==> config.mk <==
export PLATFORM = sky130hd
export DESIGN_NAME = seg_scan_driver
export DESIGN_NICKNAME = d
export VERILOG_FILES = /design/src/rtl/seg_pkg.sv /design/src/rtl/hex_to_seg7.sv /design/src/rtl/seg_scan_driver.sv
export SDC_FILE = /design/constraint.sdc
export NUM_CORES = 1
export LEC_CHECK = 0
export ABC_AREA = 1
export CELL_PAD_IN_SITES_DETAIL_PLACEMENT = 1
export CELL_PAD_IN_SITES_GLOBAL_PLACEMENT = 2
export CORE_UTILIZATION = 28
export CTS_CLUSTER_DIAMETER = 30
export DETAILED_ROUTE_END_ITERATION = 10
export DONT_BUFFER_PORTS = 1
export PLACE_DENSITY = 0.67
export SYNTH_ARGS = -nofsm -noshare
export SYNTH_HDL_FRONTEND = slang
export SYNTH_SLANG_ARGS = --single-unit
==> constraint.sdc <==
create_clock -name clk -period 2.5 [get_ports clk]
set_clock_uncertainty 0.15 [all_clocks]
set_input_delay 0.25 -clock clk [delete_from_list [all_inputs] [get_ports clk]]
set_output_delay 0.25 -clock clk [all_outputs]
set_load 0.02 [all_outputs]
==> src/rtl/seg_pkg.sv <==
// Shared constants for the 7-segment scan driver: hex glyph table and output polarities.
// Everything driving the display pins is active-low.
package seg_pkg;

  typedef logic [6:0] seg_t;

  localparam seg_t SEG_OFF = 7'b1111111;

  localparam logic AN_ON  = 1'b0;
  localparam logic AN_OFF = 1'b1;
  localparam logic DP_ON  = 1'b0;
  localparam logic DP_OFF = 1'b1;

  // Segment order is {g,f,e,d,c,b,a}; a zero lights the segment.
  localparam seg_t HEX_SEG [0:15] = '{
    7'b1000000, 7'b1111001, 7'b0100100, 7'b0110000,
    7'b0011001, 7'b0010010, 7'b0000010, 7'b1111000,
    7'b0000000, 7'b0010000, 7'b0001000, 7'b0000011,
    7'b1000110, 7'b0100001, 7'b0000110, 7'b0001110
  };

  function automatic seg_t hex_seg(input logic [3:0] nibble);
    return HEX_SEG[nibble];
  endfunction

endpackage

==> src/rtl/hex_to_seg7.sv <==
// Combinational hex nibble to active-low 7-segment glyph decoder.
// Zero latency; no flow control.
module hex_to_seg7
  import seg_pkg::*;
(
  input  logic [3:0] nibble,
  output logic [6:0] seg
);

  assign seg = hex_seg(nibble);

endmodule

==> src/rtl/seg_scan_driver.sv <==
// Time-multiplexed hex 7-segment driver with per-slot anode blanking and per-frame input snapshot.
// Outputs registered one cycle after the selecting state; SEG_LZB_EN enables leading-zero blanking.
module seg_scan_driver
  import seg_pkg::*;
#(
  parameter int DIGITS       = 4,
  parameter int SCAN_DIV     = 100000,
  parameter int BLANK_CYCLES = 1000
) (
  input  logic                  clk,
  input  logic                  rst,
  input  logic [4*DIGITS-1:0]   value,
  input  logic [DIGITS-1:0]     dp_in,
  output logic [6:0]            seg,
  output logic                  dp,
  output logic [DIGITS-1:0]     an,
  output logic                  frame_start
);

  localparam int PW = (SCAN_DIV > 1) ? $clog2(SCAN_DIV) : 1;
  localparam int IW = (DIGITS > 1) ? $clog2(DIGITS) : 1;
  localparam int BW = (BLANK_CYCLES > 0) ? $clog2(BLANK_CYCLES + 1) : 1;

  logic [PW-1:0]         presc;
  logic [IW-1:0]         idx;
  logic [BW-1:0]         blank_cnt;
  logic [4*DIGITS-1:0]   shadow_val;
  logic [DIGITS-1:0]     shadow_dp;

  logic                  tick;
  logic                  wrap;
  logic [3:0]            nibble;
  logic                  dp_sel;
  logic [6:0]            seg_dec;
  logic [6:0]            seg_nxt;
  logic [DIGITS-1:0]     an_nxt;

  assign tick = (presc == PW'(SCAN_DIV - 1));
  assign wrap = tick && (idx == IW'(DIGITS - 1));

  always_ff @(posedge clk) begin
    if (rst) begin
      presc       <= '0;
      idx         <= '0;
      blank_cnt   <= BW'(BLANK_CYCLES);
      shadow_val  <= '0;
      shadow_dp   <= '0;
      frame_start <= 1'b0;
    end else begin
      if (tick) begin
        presc     <= '0;
        idx       <= wrap ? '0 : idx + 1'b1;
        blank_cnt <= BW'(BLANK_CYCLES);
      end else begin
        presc <= presc + 1'b1;
        if (blank_cnt != '0) begin
          blank_cnt <= blank_cnt - 1'b1;
        end
      end
      // The snapshot only moves at frame wrap so a mid-frame count change cannot tear the display.
      if (wrap) begin
        shadow_val <= value;
        shadow_dp  <= dp_in;
      end
      frame_start <= wrap;
    end
  end

  always_comb begin
    nibble = '0;
    dp_sel = 1'b0;
    an_nxt = {DIGITS{AN_OFF}};
    for (int i = 0; i < DIGITS; i++) begin
      if (idx == IW'(i)) begin
        nibble = shadow_val[4*i +: 4];
        dp_sel = shadow_dp[i];
        if (blank_cnt == '0) begin
          an_nxt[i] = AN_ON;
        end
      end
    end
  end

  hex_to_seg7 u_dec (
    .nibble (nibble),
    .seg    (seg_dec)
  );

`ifdef SEG_LZB_EN
  logic [DIGITS-1:0] lz_show;

  // A digit is shown if it or any more significant nibble is nonzero; digit 0 always shows.
  always_comb begin
    logic seen;
    seen    = 1'b0;
    lz_show = '0;
    for (int i = DIGITS - 1; i >= 0; i--) begin
      seen       = seen | (shadow_val[4*i +: 4] != 4'h0);
      lz_show[i] = seen || (i == 0);
    end
  end

  always_comb begin
    seg_nxt = SEG_OFF;
    for (int i = 0; i < DIGITS; i++) begin
      if (idx == IW'(i) && lz_show[i]) begin
        seg_nxt = seg_dec;
      end
    end
  end
`else
  assign seg_nxt = seg_dec;
`endif

  always_ff @(posedge clk) begin
    if (rst) begin
      an  <= {DIGITS{AN_OFF}};
      seg <= SEG_OFF;
      dp  <= DP_OFF;
    end else begin
      an  <= an_nxt;
      seg <= seg_nxt;
      dp  <= dp_sel ? DP_ON : DP_OFF;
    end
  end

endmodule
# [After elaboration in Yosys (flattened, before gate mapping)]
# Memory sizes are Yosys's and may differ from the RTL's. A register that Yosys moved wholly into a read port is not among the register bits.
# Index checks and enable logic that the tools add are counted.
# W data, S select, Z words.
[totals] memories=1 reg_bits=55 wordCells=44 romBits=112
[memory_table] memory="(no name shown)" words=16 width=7 read_ports=1 rd_ports_with_merged_regs=1 wr=0 line="seg_pkg.sv:23" source="return HEX_SEG[nibble];"
[classes] n_bitwise=5 eq_ne=4 n_mux=11 add_sub_neg=3 n_reduce_logical=9
[ops] op="$add A17 B1 Y17 const B" count=1
[ops] op="$eq A17 B17 Y1 const B" count=1
[ops] op="$mux W4" count=4
[ops] op="$logic_not A10 Y1" count=1
[ops] op="$reduce_bool A10 Y1" count=1
[ops] op="$reduce_or A2 Y1" count=5
[ops] op="$sub A10 B1 Y10 const B" count=1
[ops] op="$mux W1" count=6
[ops] op="$not A4 Y5" count=1
[ops] op="$eq A2 B2 Y1 const B" count=2
[ops] op="$not A1 Y1" count=4
[ops] op="$add A2 B1 Y2 const B" count=1
[ops] op="$eq A2 B1 Y1 const B" count=1
[ops] op="$logic_not A2 Y1" count=1
[ops] op="$mux W2" count=1
[ops] op="$logic_and A1 B1 Y1" count=1

# [Depth between registers and ports, before layout]
# Gate-level depths: netlist of the first run.
[depth] ltp_word=6 depth_mapped=13

# [Cells and area by module]
# A second synthesis of the first run with hierarchy kept.
[hier_totals] cells_unflattened=419 hier_area_um2=3051.7
[by_module_without_submodules] module="seg_scan_driver" area_per_inst_um2=2766.4 cells_each=366 n_inst=1 seq_area_each_um2=1241.2
[by_module_without_submodules] module="hex_to_seg7" area_per_inst_um2=285.3 cells_each=53 n_inst=1 seq_area_each_um2=0.0

# [Worst setup path before layout of the first run]
# Ideal clock, no wire load.
[synth_timing] kind="register -> register" from="register idx[0]" to="register seg[0]" period_less_slack_ps=2054 path_slack_ps=446 arrival_time_ps=1774 required_ps=2220 stages_incl_launch_ff=13 path_cell_list="dfxtp_1 > inv_1 > ha_1 > buf_2 > a21oi_1 > nand2_1 > o21ai_0 > inv_1 > ha_1 > nand3_1 > nand2_1 > nand2_1 > nand3_1"
[synth_between] elab_chain_cells=6 elab_cells_between_ends=9
[synth_lines] element="start, declared" line="seg_scan_driver.sv:25" source="logic [IW-1:0] idx;"
[synth_lines] element="start signal, assigned" line="seg_scan_driver.sv:52" source="idx <= wrap ? '0 : idx + 1'b1;"
[synth_lines] element="$logic_not A2 Y1" line="seg_scan_driver.sv:74" source="if (idx == IW'(i)) begin"
[synth_lines] element="$mux W4 (3 in a row)" line="seg_scan_driver.sv:74"
[synth_lines] element="$mux W4 (*)" line="seg_scan_driver.sv:74"
[synth_lines] element="$not A4 Y5 (implied by the code) (*)" line="seg_pkg.sv:23"
[synth_lines] element="end, declared" line="seg_scan_driver.sv:14" source="output logic [6:0] seg,"
# Every way passes the cells marked *; elsewhere a longest branch is shown, timed or not.
# A chain may end at the register's enable or synchronous reset.

# [Worst setup path after layout of the first run]
[layout_timing] from="register idx[1]" to="register seg[6]"
# The elaborated chain is that of the path after synthesis.

==> results of run 1 <==
## sequential cells by signal, summed over array words and instances, names as in the netlist
signal	cells
presc	17
seg	7
shadow_val	16
blank_cnt	10
dp	1
an	4
shadow_dp	4
idx	2
frame_start	1
## placed cells by master (no fill, tap or decap), drive strengths merged
| master | instances |
|---|---|
| nand2 | 141 |
| inv | 101 |
| dfxtp | 62 |
| nor2 | 60 |
| nand3 | 37 |
| nand4 | 26 |
| a21oi | 14 |
| nor3 | 13 |
| ha | 12 |
| clkbuf | 11 |
| o21ai | 10 |
| xor2 | 6 |
| buf | 6 |
| clkinv | 5 |
| or2 | 2 |
| xnor2 | 1 |
| nor4 | 1 |
| a22oi | 1 |
| a31oi | 1 |
| nand3b | 1 |
| bufinv | 1 |
| dlygate4sd3 | 1 |
## stage by stage
| step | setup WS, ns | hold WS, ns | utilization |
|---|---|---|---|
| global placement | 0.239 | 0.207 | 0.300 |
| global route | 0.0334 | 0.0251 | 0.326 |
| CTS | 0.155 | 0.00972 | 0.326 |
| floorplan | 0.446 | 0.177 | - |
| finish | 0.309 | 0.0105 | 0.326 |
| detailed placement | 0.152 | 0.212 | 0.300 |
## what timing repair did
item | in CTS | in global routing
endpoints found under the hold margin | 2 | 0
endpoints found under the setup margin | 0 | 4
resized for setup | 0 | 2
hold buffers | 1 | 0
## final cells by class
class                      count  area, µm²  share of cell area
clock buffer                  11        233              0.0625
tap                          143        179              0.0481
clock inverter                 5       50.0              0.0134
multi-input combinational    326       1580               0.425
timing repair buffer           7       55.1              0.0148
inverter                     102        383               0.103
sequential                    62       1240               0.333
## worst max-delay path by stage
stage,endpoint,slack [ns],depth (start not counted),start
floorplan,seg[0]$_SDFF_PP1_,0.45,12,idx[0]$_SDFFE_PP0N_
global placement,seg[0]$_SDFF_PP1_,0.24,13,idx[1]$_SDFFE_PP0N_
detailed placement,seg[3]$_SDFF_PP1_,0.15,12,idx[0]$_SDFFE_PP0N_
CTS,seg[3]$_SDFF_PP1_,0.15,12,idx[0]$_SDFFE_PP0N_
global route,seg[6]$_SDFF_PP1_,0.03,13,idx[1]$_SDFFE_PP0N_
finish,seg[6]$_SDFF_PP1_,0.31,13,idx[1]$_SDFFE_PP0N_
## power breakdown
group          switching [mW]  internal, mW
Clock                   0.454         0.765
Sequential             0.0251          1.01
Combinational          0.0636        0.0386
Total                   0.543          1.82
## critical path, stage by stage (launching register included)
cell                      delay [ns]
sky130_fd_sc_hd__dfxtp_1        0.37
sky130_fd_sc_hd__inv_1          0.08
sky130_fd_sc_hd__ha_1           0.27
sky130_fd_sc_hd__inv_1          0.16
sky130_fd_sc_hd__nand2_1        0.08
sky130_fd_sc_hd__nand3_1        0.07
sky130_fd_sc_hd__nand2_1        0.05
sky130_fd_sc_hd__nand2_1        0.17
sky130_fd_sc_hd__inv_1          0.12
sky130_fd_sc_hd__ha_1           0.23
sky130_fd_sc_hd__nand2_1        0.10
sky130_fd_sc_hd__nand3_1        0.09
sky130_fd_sc_hd__nand2_1        0.08
sky130_fd_sc_hd__nand2_1        0.05
## logic make-up after synthesis
| group | share of synthesized area |
|---|---|
| AO/OA/AOI/OAI | 0.0420 |
| buffers and inverters | 0.140 |
| flip-flops | 0.379 |
| XOR/XNOR | 0.0187 |
| AND/OR/NAND/NOR | 0.375 |
| adder cells (fa/ha/maj) | 0.0458 |
## routing by layer
metal  track usage  vias up  wire length [µm]
li1              -     1552                 -
met1         0.188     1377              4110
met2         0.266       34              4200
met3        0.0412        6               221
met4        0.0479        0                83
met5             0        -                 0
==> results list, run 1 <==
- Once detail routing completed, the nets flagged for antenna violations numbered 0.
- In this run the cell area of the synthesized design comes to 3280 µm².
- Total GRT Usage: 0.155
* Starting DRT DRC Count: ~100
* Number of fill cells: 1491
- Share of cells above drive strength 1: 0.0702
- # H-tree levels: 3
* Number of global-route vias before repair: ~2900
- The flow ran to the end, and the final reports show no timing, DRC or antenna violations.
* Commonest cells in the netlist: sky130_fd_sc_hd__nand2_1, sky130_fd_sc_hd__inv_1, sky130_fd_sc_hd__dfxtp_1
* Highest fanout seen on the critical path: 7
- Final Hold Fails: 0
- In this run the register-to-register setup slack is 0.31 ns.
* Total number of nets in the final design: roughly 540
- Share of synthesized registers carrying an async set or reset: 0
* Maximum count of clock buffers along a single path: 2
* Initial antenna violation count: 0
* Die X-Extent: 110 µm
- At the end of routability-driven placement, the weighted congestion stood at approximately 0.8.
- Pins Over Slew Limit: 0
- Library cell with the largest summed area after synthesis: sky130_fd_sc_hd__dfxtp_1
* Dominant cell by count in the synthesized netlist: sky130_fd_sc_hd__nand2_1
- Along the worst hold path, the cell count comes to 4.
- Summing all placed instances gives a cell area of approximately 3400 µm².
- After routing the design area is around 3700 µm².
- The number of nets handed over by synthesis was between 500 and 600.
- After detailed routing, the average wire length per cell comes to around 13 µm.
- The number of different library cells used by synthesis comes to 32.
* Worst relative slew slack: 0.708
* Leading register cell type out of synthesis: sky130_fd_sc_hd__dfxtp_1
- Signed area change from the synthesized netlist to the final layout: 13.6%
* Total leakage power: 1.75 nW
* Synth Register Bits: 62
- The worst setup path is launched from a flip-flop.
- Max Clock Freq: about 460 MHz
- Input and output buffers added on the ports amount to 0.
* Cell row count: 39
- Post-CTS timing repair inserted 0 buffers for setup.
- Height of the die: around 110 µm
* Area share of the largest cell type after synthesis: 0.379
- In this run the most critical hold path is launched from value[5].
- TritonCTS clock tree: done
- The worst register-to-register path begins at idx[1]$_SDFFE_PP0N_.
* Drt total wl: 8.61 mm
* Number of standard cells after synthesis: ~510
- Placed instance count: between 600 and 700
- Post-route clock period utilization: 0.876
* Min-delay worst type: input port to flip-flop
* Global-route wire length before repair: around 14 mm
* Max-Cap Viols: 0
- Top-level I/O count: 35
* Non-filler cells in the finished layout: roughly 660
- Crit. End Element: flip-flop
* Largest net degree at the start of global routing: 34
- Vias per inst: roughly 4.5
* Power Total: between 2 and 2.5 mW
* Total vias in the final route: between 2000 and 3000
* Actual slew at the worst max-slew pin: 0.438 ns
* # clock sinks: 62
* Data required time of the critical path: approximately 2.6 ns
- Signal arrival time at the worst endpoint: about 2.3 ns
- Clock transition at the registers of the reported paths: approximately 0.060 ns
* Effective utilization at floorplan: 0.287
- The setup path with the least slack is of type flip-flop to flip-flop.
- Placeable core region: between 10000 and 15000 µm²
- Clock root buffer: sky130_fd_sc_hd__clkbuf_16
- The synthesized design contains 0 enable-type register cells.
- Subtracting the final worst setup slack from the clock period gives around 2.2 ns.
- Number of antenna diodes: 0
- Measured in cells, the most critical reg-to-reg path has a length of 13.
* Area of the die: about 12000 µm²
- The path with the worst hold slack has its endpoint at shadow_val[5]$_SDFFE_PP0P_.
* Final-layout setup total negative slack: 0 ns
- Synth area leaders: sky130_fd_sc_hd__dfxtp_1, sky130_fd_sc_hd__nand2_1, sky130_fd_sc_hd__inv_1
- Number of search-and-repair iterations in the first detailed-routing pass: 5
- Avg Inst Size Synth: between 6 and 7 µm²
* DRC violation count after routing: 0
- Across the VDD grid, the largest voltage drop is 0.000348 V.
- Clock tree synthesis inserted a total of 9 buffers.
- Fraction of the yosys area taken by sequential cells: 0.379
- In this run the critical register-to-register path is captured at seg[6]$_SDFF_PP1_.
- Setup repair after global routing left no endpoint under its margin.
- Total global routing overflow: 0
- Setup violations remaining at the end of the flow were counted as 0.
- Power density normalized to cell area: between 600 and 700 nW/µm²
- After legalization and detailed placement, the total HPWL measured 6.28 mm.
- Clock latency reported for the late side of the worst-skew pair: 0.33 ns
- The Yosys step of the flow raised 0 warnings.
(Power assumes the default switching activity.)
==> run 2: changes to the inputs <==
- CORE_MARGIN: not set -> 5
- MAX_ROUTING_LAYER: not set -> met4
==> run 2 against run 1 <==
Effect of this change: via count down 0.24%; clock power grew 11%; final cell count increased by 0.61%; worst hold slack worse by 0.0015 ns.
==> results list, run 2 (synthesis results as in run 1) <==
* Result of the run: finished, final reports clean
- The count of cells in the finished layout, fillers not included, comes to 660.
* Height of the die: 118 µm
- Clock-pin slew was measured on the worst setup and hold paths at ~0.060 ns.
* Max FFs per register: 17
- The die is 118 µm wide.
- Startpoint of the most critical hold path: value[4]
- The worst hold path terminates at shadow_val[4]$_SDFFE_PP0P_.
- Setup repair after global routing left no endpoint under its margin.
- The worst register-to-register path ends at seg[6]$_SDFF_PP1_.
- Most common cell after layout, fill and taps aside: sky130_fd_sc_hd__nand2_1
* Worst Setup Path Type: flip-flop to flip-flop
* Number of buffers inserted during clock tree synthesis: 9
- Number of antenna diodes: 0
- Clock root buffer: sky130_fd_sc_hd__clkbuf_16
- Total leakage power: 1.78 nW
* Antenna Nets Post-Route: 0
* Data required time of the critical path: around 2.6 ns
- Last weighted congestion value of the routability-driven placer: 0.805
- Starting DRT DRC Count: 76
- The worst pin sits at a relative slew slack of 0.664.
- # clock sinks: 62
* Highest fanout seen on the critical path: 7
- Worst R2R Setup Slack: approximately 0.28 ns
- The largest registers in the layout are presc: 17 flops, shadow_val: 16 flops, blank_cnt: 10 flops.
- The tool flagged a number of max-cap violations equal to 0.
- Timing would allow up to around 450 MHz.
* Number of search-and-repair iterations in the first detailed-routing pass: 4
* Final-layout setup total negative slack: 0 ns
- Ranked by flip-flop count, first place goes to presc.
- Final Hold Fails: 0
- Time the worst path needs with I/O delays and setup: roughly 2.2 ns
- Cell count of the worst reg-to-reg path: 13
- # H-tree levels: 3
- Sort of element at the start of the critical path: flip-flop
* Pins Over Slew Limit: 0
- Hold Crit Depth: 4
- The worst hold path belongs to the class input port to flip-flop.
- For this block, the routed nets add up to around 8.5 mm of wire.
* Actual slew at the worst max-slew pin: around 0.5 ns
* Share of cells above drive strength 1: 0.0754
- Average detailed-routed wire length per instance: around 13 µm
- The initial utilization of the core area, before any placement, comes to 0.286.
* Signed area change from the synthesized netlist to the final layout: 16.0%
- Setup violations remaining at the end of the flow were counted as 0.
- For this run, design rule violations remaining after detail routing come to 0.
- Placed instance count: 640
- The worst register-to-register path begins at idx[1]$_SDFFE_PP0N_.
* Number of global-route vias before repair: just over 3000
* Clock latency reported for the late side of the worst-skew pair: between 0.3 and 0.4 ns
- Placeable core region: 11500 µm²
- Leaving out fill and tap cells, the most frequent cells in the layout are sky130_fd_sc_hd__nand2_1, sky130_fd_sc_hd__inv_1, sky130_fd_sc_hd__dfxtp_1, sky130_fd_sc_hd__nor2_1, sky130_fd_sc_hd__nand3_1.
* Power density normalized to cell area: about 650 nW/µm²
- In this run the core area contains 39 standard-cell rows.
- Signal arrival time at the worst endpoint: approximately 2.3 ns
- VDD sags by at most 0.000379 V.
* TritonCTS clock tree: done
- Initial antenna violation count: 0
- Placed wire-length estimate: 6.36 mm
- Global-route wire length before repair: about 15 mm
- In this run the tool buffered the top-level ports with 0 buffer cells.
- Global routing finished with a remaining overflow of 0.
* Total number of nets in the final design: roughly 550
* Total vias in the final route: 2962
- Area of the die: ~14000 µm²
- The worst setup path is captured at a flip-flop.
- Using the TritonRoute via totals, the vias-per-cell ratio works out to ~4.5.
* Maximum count of clock buffers along a single path: 2
- Post-route clock period utilization: 0.886
- Total GRT Usage: 0.135
- The filler cells instantiated in the layout total between 1000 and 1500.
- Top-level I/O count: 35
- Entering global routing, the biggest net connects 34 pins.
-- run 2: worst max-delay path by stage --
stage / start / to / cells past startpoint
floorplan: idx[0]$_SDFFE_PP0N_ / seg[0]$_SDFF_PP1_ / 12
global placement: idx[1]$_SDFFE_PP0N_ / seg[3]$_SDFF_PP1_ / 13
detailed placement: idx[1]$_SDFFE_PP0N_ / seg[3]$_SDFF_PP1_ / 13
CTS: idx[1]$_SDFFE_PP0N_ / seg[3]$_SDFF_PP1_ / 13
global route: idx[1]$_SDFFE_PP0N_ / seg[6]$_SDFF_PP1_ / 13
finish: idx[1]$_SDFFE_PP0N_ / seg[6]$_SDFF_PP1_ / 13
-- run 2: metrics by stage --
| step | hold slack (ns) | setup WS (ns) | area, µm² | utilization | total power, mW |
|---|---|---|---|---|---|
| after floorplan | 0.177 | 0.446 | 3280 | - | 1.14 |
| after global placement | 0.205 | 0.256 | 3430 | 0.299 | 1.16 |
| after detailed placement | 0.213 | 0.168 | 3430 | 0.299 | 1.16 |
| after CTS | 0.00243 | 0.150 | 3800 | 0.331 | 2.54 |
| after global routing | 0.0229 | 0.00241 | 3800 | 0.331 | 2.61 |
| final | 0.00903 | 0.285 | 3800 | 0.331 | 2.49 |
-- run 2: worst max-delay path, stage by stage, from the launching register on --
cell	delay, ns
sky130_fd_sc_hd__dfxtp_1	0.38
sky130_fd_sc_hd__inv_1	0.08
sky130_fd_sc_hd__ha_1	0.26
sky130_fd_sc_hd__inv_1	0.17
sky130_fd_sc_hd__nand2_1	0.08
sky130_fd_sc_hd__nand3_1	0.07
sky130_fd_sc_hd__nand2_1	0.06
sky130_fd_sc_hd__nand2_1	0.19
sky130_fd_sc_hd__inv_1	0.12
sky130_fd_sc_hd__ha_1	0.23
sky130_fd_sc_hd__nand2_1	0.10
sky130_fd_sc_hd__nand3_1	0.08
sky130_fd_sc_hd__nand2_1	0.08
sky130_fd_sc_hd__nand2_1	0.04
-- run 2: timing repair --
action | in CTS | in global routing
buffers inserted | 0 | 0
gates resized for setup | 0 | 2
endpoints found under the hold margin | 5 | 0
hold buffers | 4 | 0
endpoints found under the setup margin | 0 | 4
-- run 2: per-layer routing --
metal	global-route usage	vias to the layer above	wire length [µm]
met5	-	-	0
met4	0.0473	0	114
met3	0.0458	11	284
met2	0.226	32	4260
met1	0.150	1353	3800
li1	-	1566	-
-- run 2: final cells by class --
cell class	count	area (µm²)	area share
clock buffer	9	225	0.0592
timing repair buffer	11	92.6	0.0244
clock inverter	7	98.8	0.0260
inverter	102	383	0.101
sequential	62	1240	0.327
tap	143	179	0.0471
multi-input combinational	326	1580	0.416
-- run 2: report_power, final --
| group | switching (mW) | internal, mW |
|---|---|---|
| clock | 0.472 | 0.874 |
| combinational | 0.0640 | 0.0416 |
| sequential | 0.0244 | 1.01 |
| total | 0.560 | 1.93 |
==> run 3: changes to the inputs <==
- DONT_BUFFER_PORTS: 1 -> not set
- PLACE_DENSITY: 0.67 -> 0.74
==> run 3 against run 2 <==
Effect of this change: sequential power is essentially flat; wire length grew 2.8%; critical path depth shrank 1; combinational power grew 41%; setup slack gained 0.0078 ns; core utilization grew 2.2 points; critical endpoint unchanged; register-to-register slack is essentially flat.
==> results list, run 3 (synthesis results as in run 1) <==
- Clock transition at the registers of the reported paths: 0.05 ns
* Register with the most flip-flops: presc
- The final-report hold violation count is 0.
* Area of combinational cells with multiple inputs: approximately 1600 µm²
- For the pin with the worst max-slew slack, the measured transition is between 0.5 and 0.6 ns.
* Depth of the critical timing path with buffers and inverters included: 12
- The via count of the first global-routing pass came to about 3300.
- In the final layout, the share of cells above drive strength 1 is 0.0658.
- Cell with the largest stage delay on the worst path: sky130_fd_sc_hd__dfxtp_1
- After detailed routing, the number of vias per cell comes to 4.48.
* Pins Over Slew Limit: 0
- Number of port buffers: 34
* Height of the die: between 100 and 150 µm
* Global-route wire length before repair: between 15 and 20 mm
- Before antenna repair, the detailed router went through 4 iterations.
- # H-tree levels: 3
* Starting DRT DRC Count: approximately 100
- Clock latency on the worst-skew pair, taken at its later pin, is around 0.34 ns.
- Termination of the worst setup path: seg[6]$_SDFF_PP1_
- Setup total negative slack on the finished layout was measured at 0 ns.
* Initial antenna violation count: 0
- For this design the top-level I/O count stands at 35.
* Total number of nets in the final design: 577
- The critical path goes through inv_1 -> ha_1 -> inv_1 -> nand3_1 -> nand2_1 -> nand2_1 -> inv_1 -> ha_1 -> nand2_1 -> nand3_1 -> nand2_1 -> nand2_1.
- Number of endpoints failing setup at the final stage: 0
* Total global routing overflow: 0
- The critical path is of the flip-flop to flip-flop type.
- Max FFs per register: 17
* Total leakage power: around 1.9 nW
* Time the worst path needs with I/O delays and setup: 2.21 ns
- Dividing the final minimum period by the clock period gives 0.883.
- Detailed placement finished with a half-perimeter wire length of around 6.5 mm.
- Result of the run: finished, final reports clean
- Min-delay worst type: flip-flop to flip-flop
- Of all nets on the critical path, the largest fanout is 9.
- The setup check on the worst reg-to-reg path leaves a slack of ~0.3 ns.
- The startpoint identified for the worst register-to-register timing path is idx[0]$_SDFFE_PP0N_.
- Largest registers: presc: 17 flops, shadow_val: 16 flops, blank_cnt: 10 flops
- After filler insertion, the fill cell instance count of the layout stands at 1469.
- Clock root buffer: sky130_fd_sc_hd__clkbuf_16
- Cell count of the worst reg-to-reg path: 12
* Last weighted congestion value of the routability-driven placer: between 0.7 and 0.8
* Total GRT Usage: 0.141
* Top delay family on crit path: simple AND/OR/NAND/NOR gates
- In this run the worst setup path begins at idx[0]$_SDFFE_PP0N_.
- Max Clock Freq: 453 MHz
- The finished layout holds between 600 and 700 standard cells, fillers aside.
* Reg-to-reg endpoint: seg[6]$_SDFF_PP1_
- Max-cap violations in this run came to 0.
* Worst path most repeated cell: sky130_fd_sc_hd__nand2_1
* Worst relative slew slack: 0.658
* Cell row count: 39
- Measured along the x axis, the die boundary spans roughly 120 µm.
- Delay contributed by the slowest stage of the critical path: 0.35 ns
* Area of the die: 14000 µm²
- For this block, the routed nets add up to slightly below 9 mm of wire.
* Placeable core region: 11500 µm²
- Data arrives at the worst endpoint at 2.27 ns.
* Largest net degree at the start of global routing: 34
* Crit. End Element: flip-flop
* Total vias in the final route: between 3000 and 4000
- After detailed routing, the number of remaining DRC violations is 0.
- Area occupied by registers: about 1200 µm²
- Data required time of the critical path: ~2.6 ns
- Commonest cells after routing, fill and taps aside: sky130_fd_sc_hd__nand2_1, sky130_fd_sc_hd__inv_1, sky130_fd_sc_hd__dfxtp_1, sky130_fd_sc_hd__nor2_1, sky130_fd_sc_hd__nand3_1
- Number of buffers and inverters on the critical path: 3
- Effective utilization at floorplan: 0.286
* Sort of element at the start of the critical path: flip-flop
- TritonCTS clock tree: done
- The library cell used most frequently in the layout, excluding fill and tap cells, is sky130_fd_sc_hd__nand2_1.
* Signed area change from the synthesized netlist to the final layout: 23.7%
- Power density normalized to cell area: ~570 nW/µm²
- Worst hold-check slack: between 0.2 and 0.3 ns
- Number of antenna diodes: 0
- Placed instance count: approximately 680
- IR analysis of the VDD net gives a maximum drop of 0.000383 V.
- After detailed routing, the average wire length per cell comes to between 10 and 15 µm.
* # clock sinks: 62
- Maximum count of clock buffers along a single path: 2
* Number of buffers inserted during clock tree synthesis: 9
* Unrepaired setup endpoints after global routing: no
* Antenna Nets Post-Route: 0
run 3: changes by cell type in the layout (fill, tap and decap cells not counted), sizes merged:
cell,before,now
clkbuf,9,14
clkinvlp,1,0
clkdlybuf4s50,0,34
buf,7,8
dlygate4sd3,4,0
bufinv,2,0
clkinv,5,2
run 3: timing repair:
item | in CTS | in global routing
hold buffers | 0 | 0
hold endpoints to repair | 0 | 0
gates resized for setup | 0 | 2
setup endpoints to repair | 0 | 4
setup buffers | 0 | 0
run 3: layout make-up:
class,instances,area share
Clock inverter,1,0.00123
Inverter,102,0.0944
Multi-Input combinational cell,326,0.390
Tap cell,143,0.0441
Clock buffer,14,0.0651
Sequential cell,62,0.306
Timing Repair Buffer,42,0.0988
run 3: per-layer routing:
| layer | share of wire | vias up | wire length, µm | GRT usage |
|---|---|---|---|---|
| li1 | - | 1629 | - | - |
| met1 | 0.47 | 1420 | 4070 | 0.160 |
| met2 | 0.49 | 32 | 4230 | 0.234 |
| met3 | 0.037 | 9 | 323 | 0.0492 |
| met4 | 0.0086 | 0 | 75 | 0.0409 |
| met5 | 0 | - | 0 | - |
run 3: worst register-to-register path, delay by kind of cell, from the launching register on:
kind / cells / cell delay [ns]
and+or+nand+nor: 7 / 0.67
DFF: 1 / 0.35
adders and majority gates: 2 / 0.56
buffers and inverters: 3 / 0.34
run 3: power by group:
part           internal, mW  switching, mW  leakage [nW]  total, mW
combinational        0.0736         0.0754          1.24      0.149
clock                 0.717          0.424         0.133       1.14
sequential             1.01         0.0173         0.504       1.03
total                  1.80          0.517          1.88       2.32
run 3: stage by stage:
| step | area [µm²] | power, mW | worst slack (ns) | utilization |
|---|---|---|---|---|
| 6_report | 4050 | 2.32 | 0.293 | 0.354 |
| 2_1_floorplan | 3280 | 1.14 | 0.446 | - |
| 3_5_place_dp | 3780 | 1.20 | 0.114 | 0.330 |
| 5_1_grt | 4050 | 2.44 | 0.0417 | 0.354 |
| 4_1_cts | 4050 | 2.38 | 0.0961 | 0.353 |
| 3_3_place_gp | 3780 | 1.20 | 0.232 | 0.330 |
run 3: how the worst min path moves through the flow:
| stage | cells past startpoint | endpoint | start |
|---|---|---|---|
| floorplan | 1 | frame_start$_SDFF_PP0_ | rst |
| global placement | 1 | presc[0]$_SDFF_PP0_ | presc[0]$_SDFF_PP0_ |
| detailed placement | 1 | presc[0]$_SDFF_PP0_ | presc[0]$_SDFF_PP0_ |
| CTS | 1 | presc[0]$_SDFF_PP0_ | presc[0]$_SDFF_PP0_ |
| global route | 1 | presc[0]$_SDFF_PP0_ | presc[0]$_SDFF_PP0_ |
| finish | 1 | presc[0]$_SDFF_PP0_ | presc[0]$_SDFF_PP0_ |
